## config.mk

```make
export PLATFORM = sky130hd
export DESIGN_NAME = mem_port_arbiter
export DESIGN_NICKNAME = d
export VERILOG_FILES = /design/src/rtl/mem_pkg.sv /design/src/rtl/mem_lane_steer.sv /design/src/rtl/mem_port_arbiter.sv
export SDC_FILE = /design/constraint.sdc
export NUM_CORES = 1
export LEC_CHECK = 0
export CAP_MARGIN = 20
export CORE_MARGIN = 4
export CORE_UTILIZATION = 40
export CTS_CLUSTER_DIAMETER = 120
export DETAILED_ROUTE_END_ITERATION = 7
export PLACE_DENSITY = 0.79
export SETUP_SLACK_MARGIN = 0.15
export SYNTH_ARGS = -nofsm -noshare
export SYNTH_HDL_FRONTEND = slang
export SYNTH_SLANG_ARGS = --single-unit
```

## constraint.sdc

```tcl
create_clock -name clk -period 3.1 [get_ports clk]
set_clock_uncertainty 0.1 [all_clocks]
set_input_delay 0.62 -clock clk [delete_from_list [all_inputs] [get_ports clk]]
set_output_delay 0.62 -clock clk [all_outputs]
set_load 0.03 [all_outputs]
```

## src/rtl/mem_pkg.sv

```systemverilog
// mem_pkg
//   Shared types and constants for the unified-memory port arbiter.
//   arb_state_t : arbiter FSM states
//   size_t      : load/store access size encoding (2'b11 is reserved)
//   AGE_W/AGE_SAT : width and saturation value of the IF starvation counter
package mem_pkg;

   typedef enum logic [1:0] {
      IDLE    = 2'd0,
      BUSY_IF = 2'd1,
      BUSY_D  = 2'd2,
      ERR_D   = 2'd3
   } arb_state_t;

   typedef enum logic [1:0] {
      SZ_WORD = 2'd0,
      SZ_HALF = 2'd1,
      SZ_BYTE = 2'd2
   } size_t;

   localparam int unsigned     AGE_W   = 4;
   localparam logic [AGE_W-1:0] AGE_SAT = '1;

endpackage : mem_pkg

```

## src/rtl/mem_lane_steer.sv

```systemverilog
// mem_lane_steer
//   Combinational byte-lane logic for a 32-bit little-endian memory port.
//   Ports:
//     size_i       access size (size_t encoding, 2'b11 reserved)
//     addr_i       low two bits of the byte address
//     wdata_i      right-justified store data
//     be_o         byte enables, bit i = byte lane i
//     wdata_o      store data replicated across all lanes of its size
//     misaligned_o access cannot be issued (bad alignment or reserved size)
module mem_lane_steer
   import mem_pkg::*;
(
   input  logic [1:0]  size_i,
   input  logic [1:0]  addr_i,
   input  logic [31:0] wdata_i,
   output logic [3:0]  be_o,
   output logic [31:0] wdata_o,
   output logic        misaligned_o
);

   always_comb begin
      be_o         = 4'b0000;
      wdata_o      = wdata_i;
      misaligned_o = 1'b0;
      case (size_t'(size_i))
         SZ_WORD: begin
            be_o         = 4'b1111;
            misaligned_o = (addr_i != 2'b00);
         end
         SZ_HALF: begin
            be_o         = addr_i[1] ? 4'b1100 : 4'b0011;
            wdata_o      = {2{wdata_i[15:0]}};
            misaligned_o = addr_i[0];
         end
         SZ_BYTE: begin
            be_o    = 4'b0001 << addr_i;
            wdata_o = {4{wdata_i[7:0]}};
         end
         default: begin
            // Reserved size: never reaches memory, reported as an error.
            misaligned_o = 1'b1;
         end
      endcase
   end

endmodule : mem_lane_steer

```

## src/rtl/mem_port_arbiter.sv

```systemverilog
// mem_port_arbiter
//   Shares one single-port memory between instruction fetch (IF) and
//   data load/store (D). D has priority; an age counter forces IF to win
//   once after MAX_WAIT consecutive grants it lost while requesting.
//   All mem_* outputs, acks and read-data outputs are registered.
//
//   Handshake: a requester raises x_req and holds it (with stable
//   address/data) until x_ack pulses for one cycle. In the ack cycle it
//   must drop x_req or present its next request; the arbiter samples
//   requests only at the clock edge that ends an IDLE cycle. Toward memory,
//   mem_req is held with stable mem_* until the edge where mem_ready=1.
//
//   Ports:
//     clk, reset            rising-edge clock, synchronous active-low reset
//     if_req/if_addr        fetch request and word address
//     if_rdata/if_ack       fetch data and completion pulse
//     d_req/d_we/d_size/d_addr/d_wdata  data request
//     d_rdata/d_ack/d_err   raw load word, completion pulse, misalign error
//     stall                 some requester waits this cycle
//     mem_req/we/be/addr/wdata, mem_rdata/mem_ready  memory port
//     dbg_state             current FSM state, for observation only
module mem_port_arbiter
   import mem_pkg::*;
#(
   parameter int unsigned AW       = 32,
   parameter int unsigned DW       = 32,
   parameter int unsigned MAX_WAIT = 4
) (
   input  logic          clk,
   input  logic          reset,
   input  logic          if_req,
   input  logic [AW-1:0] if_addr,
   output logic [DW-1:0] if_rdata,
   output logic          if_ack,
   input  logic          d_req,
   input  logic          d_we,
   input  logic [1:0]    d_size,
   input  logic [AW-1:0] d_addr,
   input  logic [DW-1:0] d_wdata,
   output logic [DW-1:0] d_rdata,
   output logic          d_ack,
   output logic          d_err,
   output logic          stall,
   output logic          mem_req,
   output logic          mem_we,
   output logic [3:0]    mem_be,
   output logic [AW-1:0] mem_addr,
   output logic [DW-1:0] mem_wdata,
   input  logic [DW-1:0] mem_rdata,
   input  logic          mem_ready,
   output arb_state_t    dbg_state
);

   localparam logic [AGE_W-1:0] MAX_WAIT_C = AGE_W'(MAX_WAIT);

   arb_state_t       state_q, state_d;
   logic [AGE_W-1:0] age_q, age_d;
   logic             mem_req_q, mem_req_d;
   logic             mem_we_q, mem_we_d;
   logic [3:0]       mem_be_q, mem_be_d;
   logic [AW-1:0]    mem_addr_q, mem_addr_d;
   logic [DW-1:0]    mem_wdata_q, mem_wdata_d;
   logic             if_ack_q, if_ack_d;
   logic             d_ack_q, d_ack_d;
   logic             d_err_q, d_err_d;
   logic [DW-1:0]    if_rdata_q, if_rdata_d;
   logic [DW-1:0]    d_rdata_q, d_rdata_d;

   logic [3:0]       d_be;
   logic [DW-1:0]    d_wdata_steered;
   logic             d_misaligned;

   // Fetch addresses are word aligned by contract; low bits are ignored.
   logic             unused_if_addr_lsb;
   assign unused_if_addr_lsb = ^if_addr[1:0];

   mem_lane_steer u_lane_steer (
      .size_i       (d_size),
      .addr_i       (d_addr[1:0]),
      .wdata_i      (d_wdata),
      .be_o         (d_be),
      .wdata_o      (d_wdata_steered),
      .misaligned_o (d_misaligned)
   );

   always_ff @(posedge clk) begin
      if (!reset) begin
         state_q     <= IDLE;
         age_q       <= '0;
         mem_req_q   <= 1'b0;
         mem_we_q    <= 1'b0;
         mem_be_q    <= '0;
         mem_addr_q  <= '0;
         mem_wdata_q <= '0;
         if_ack_q    <= 1'b0;
         d_ack_q     <= 1'b0;
         d_err_q     <= 1'b0;
         if_rdata_q  <= '0;
         d_rdata_q   <= '0;
      end else begin
         state_q     <= state_d;
         age_q       <= age_d;
         mem_req_q   <= mem_req_d;
         mem_we_q    <= mem_we_d;
         mem_be_q    <= mem_be_d;
         mem_addr_q  <= mem_addr_d;
         mem_wdata_q <= mem_wdata_d;
         if_ack_q    <= if_ack_d;
         d_ack_q     <= d_ack_d;
         d_err_q     <= d_err_d;
         if_rdata_q  <= if_rdata_d;
         d_rdata_q   <= d_rdata_d;
      end
   end

   always_comb begin
      state_d     = state_q;
      age_d       = age_q;
      mem_req_d   = mem_req_q;
      mem_we_d    = mem_we_q;
      mem_be_d    = mem_be_q;
      mem_addr_d  = mem_addr_q;
      mem_wdata_d = mem_wdata_q;
      if_ack_d    = 1'b0;
      d_ack_d     = 1'b0;
      d_err_d     = 1'b0;
      if_rdata_d  = if_rdata_q;
      d_rdata_d   = d_rdata_q;

      case (state_q)
         IDLE: begin
            if (d_req && d_misaligned) begin
               // Error is answered without touching memory.
               state_d = ERR_D;
               d_ack_d = 1'b1;
               d_err_d = 1'b1;
            end else if (d_req && (!if_req || (age_q < MAX_WAIT_C))) begin
               state_d     = BUSY_D;
               mem_req_d   = 1'b1;
               mem_we_d    = d_we;
               mem_be_d    = d_be;
               mem_addr_d  = {d_addr[AW-1:2], 2'b00};
               mem_wdata_d = d_wdata_steered;
               // Age counts only grants that IF actually lost.
               if (if_req && (age_q != AGE_SAT)) begin
                  age_d = age_q + 1'b1;
               end
            end else if (if_req) begin
               state_d     = BUSY_IF;
               mem_req_d   = 1'b1;
               mem_we_d    = 1'b0;
               mem_be_d    = 4'b1111;
               mem_addr_d  = {if_addr[AW-1:2], 2'b00};
               mem_wdata_d = '0;
               age_d       = '0;
            end
         end
         BUSY_IF: begin
            if (mem_ready) begin
               state_d    = IDLE;
               mem_req_d  = 1'b0;
               mem_we_d   = 1'b0;
               if_rdata_d = mem_rdata;
               if_ack_d   = 1'b1;
            end
         end
         BUSY_D: begin
            if (mem_ready) begin
               state_d   = IDLE;
               mem_req_d = 1'b0;
               mem_we_d  = 1'b0;
               d_rdata_d = mem_rdata;
               d_ack_d   = 1'b1;
            end
         end
         ERR_D: begin
            state_d = IDLE;
         end
         default: begin
            state_d = IDLE;
         end
      endcase
   end

   assign if_rdata  = if_rdata_q;
   assign if_ack    = if_ack_q;
   assign d_rdata   = d_rdata_q;
   assign d_ack     = d_ack_q;
   assign d_err     = d_err_q;
   assign mem_req   = mem_req_q;
   assign mem_we    = mem_we_q;
   assign mem_be    = mem_be_q;
   assign mem_addr  = mem_addr_q;
   assign mem_wdata = mem_wdata_q;
   assign dbg_state = state_q;

   assign stall = (if_req & ~if_ack_q) | (d_req & ~d_ack_q);

endmodule : mem_port_arbiter

```

==> metrics.md <==
| Metric | Value |
|---|---|
| Status | `finished, final reports clean` |
| Hold EP | `if_rdata[23]` |
| Overall Power | `0.00580 W` |
| Fraction of layout cells with a size suffix above 1 | `10.6%` |
| Static leakage | `3.38 nW` |
| Area Overhead vs Synth | `56.4%` |
| Wirelength per Cell | `17.4 um` |
| First-pass GRT wire length | `30,300 um` |
| Power Dens Cells | `612 nW/um^2` |
| Final core utilization | `64.4%` |
| Num Clock Sinks | `141` |
| I/O Pins | `276` |
| Top cells by area, synth | `dfxtp_1, nand2_1, a21oi_1` |
| Hold Crit Depth | `2` |
| Worst-path clk slew | `0.06 ns` |
| TNS Setup | `0 ns` |
| Crit path arrival time | `1.77 ns` |
| Mapped cell area | `6050 um^2` |
| Vias in the first global route | `5,833` |
| # DRC | `0` |
| FF-to-FF path depth | `7` |
| Fmax | `402 MHz` |
| Final wirelength | `19,900 um` |
| Resized cells post-CTS | `0` |
| Hold_sp | `if_rdata[23]` |
| Compound-Gate Fraction of Synth Area | `26.2%` |
| Hold WC Path Type | `reg -> reg` |
| Post-layout net count | `1,091` |
| Placement Rows | `44` |
| Main combinational cell family by area after synthesis | `compound AO/OA/AOI/OAI gates` |
| Hold Violations, Final | `0` |
| Router iterations before antenna repair | `5` |
| Fin crit period | `2.49 ns` |
| Synth unique cells | `48` |
| Port Buffer Count | `271` |
| Via count | `6,038` |
| Inserted Clock Buffers | `17` |
| DP Wirelength | `13,900 um` |
| CTS tree | `yes` |
| Latest clock arrival within the worst-skew pair | `0.41 ns` |
| Postcts setup bufs | `0` |
| Cell taking the most area after synthesis | `dfxtp_1` |
| CTS Hold Bufs | `0` |
| RSZ-0062 raised after global routing | `false` |
| Post-Synthesis Cells | `696` |
| Finished Layout Cells | `1,143` |
| Initial DRC count | `448` |
| Crit Path Class | `in -> out` |
| Die H | `131 um` |
| WHS | `0.353 ns` |
| Register area share after synthesis | `46.7%` |
| Reg2reg setup slack | `0.96 ns` |
| FF-to-FF Start | `dbg_state[0]` |
| Crit path launch type | `input pin` |
| Met3 GRT Util | `8.54%` |
| Commonest non-fill, non-tap cell in the layout | `clkdlybuf4s50_1` |
| Commonest cells after routing, fill and taps aside | `clkdlybuf4s50_1, nand2_1, dfxtp_1` |
| Seq cells post-synth | `141` |
| Reg-to-reg endpoint | `mem_wdata[18]` |
| Measured slew at the worst slew-check pin | `0.570 ns` |
| Final setup vio count | `0` |
| Maximum root-to-sink buffer count | `2` |
| Mux share of post-synthesis cell area | `2.01%` |
| GR Util met1 | `26.8%` |
| Post-Synth Simple-Gate Area | `17.5%` |
| Initial antenna violation count | `0` |
| YS warnings | `0` |
| WP data required | `2.38 ns` |
| DRT antenna net count | `0` |
| Max_cap viols | `0` |
| Final period util | `80.2%` |
| EDFF count, synth | `0` |
| Largest net degree at the start of global routing | `52` |
| Initial Utilization | `41.2%` |
| Total GRT Usage | `22.6%` |
| Post-Synth Adder-Cell Area | `1.86%` |
| XOR/XNOR Fraction of Synth Area | `0%` |
| Final antenna diode count | `0` |
| Grt peak-use layer | `met2` |
| Vias per cell | `5.28` |
| # placed instances | `1,111` |
| Htree depth | `4` |
| CP Capture Type | `output port` |
| Met2 Track Usage GR | `36.4%` |
| Slew Viols, Final | `0` |
| Die Wd | `131 um` |
| GRT overflow | `0` |
| Crit path from | `d_req` |
| Syn_area_per_cell | `8.69 um^2` |
| Worst-path maximum fanout | `9` |
| Die ar. | `17,200 um^2` |
| IR drop worst, VDD | `0.420 mV` |
| Top_reg_cell synth | `dfxtp_1` |
| Gpl congestion | `0.876` |
| Core box area | `14,700 um^2` |
| Ys async rst share | `0%` |
| Rel. slew slack | `62.0%` |
| CTS Root Cell | `clkbuf_16` |
| Top cell type's share of synthesized area | `46.7%` |
cells by family after synthesis:
| logic type | count (synthesis) |
|---|---|
| DFF | 141 |
| adders and majority gates | 9 |
| other | 1 |
| AOI/OAI and AO/OA | 211 |
| and+or+nand+nor | 251 |
| buffers and inverters | 71 |
| muxes | 12 |
worst max path at each step:
stage	to
floorplan	mem_addr[10]
global placement	mem_addr[15]
detailed placement	mem_addr[17]
CTS	stall
global route	stall
finish	stall
stage by stage:
stage | area [um^2] | setup slack, ns
floorplan | 6050 | 1.00
global placement | 8880 | 0.284
detailed placement | 8880 | 0.241
CTS | 9460 | 0.611
global route | 9460 | 0.530
finish | 9460 | 0.615
area by class of cell:
class	instances	area [um^2]
clock inverters	12	136
fillers	1218	5240
flip-flops and latches	141	2820
inverters	12	46.3
well taps	184	230
clock buffers	20	447
repair buffers	289	2900
multi-input cells	485	2890
critical path: stages:
cell and delay (ns):
clkdlybuf4s50_1 0.69, inv_2 0.14, o22ai_1 0.13, buf_4 0.19
cells in the mapped netlist, types with 3 or more instances:
master,count
nand2_1,215
dfxtp_1,141
a21oi_1,79
clkbuf_1,32
a21oi_2,20
a311oi_2,20
o21ai_1,12
inv_1,11
mux2i_1,11
a311oi_1,10
buf_2,10
a22o_1,9
ha_1,9
o2111ai_1,9
o21ai_0,9
a211oi_1,8
a22oi_1,8
a221o_1,7
buf_1,7
nor3b_1,7
buf_4,6
nor2_1,6
and2_1,4
nand2b_1,3
nand3_1,3
nor3_1,3
o211a_1,3
o21a_1,3
o311ai_0,3
power breakdown:
group | leakage (nW) | internal [W] | switching [W]
Sequential | 1.15 | 0.00199 | 0.0000967
Combinational | 1.95 | 0.000718 | 0.000986
Clock | 0.277 | 0.00121 | 0.000792
sequential cells by signal (all words and copies together) (netlist names):
register,flops
if_ack,1
age_q,4
mem_be,4
if_rdata,32
d_ack,1
d_err,1
mem_req,1
mem_wdata,32
mem_addr,30
dbg_state,2
d_rdata,32
mem_we,1
layer usage:
layer	vias up	part of all wire [%]
li1	2936	-
met5	-	0
met2	278	48
met1	2768	39
met4	0	3.4
met3	56	9.8
No activity file was read; power rests on OpenSTA's default activity.
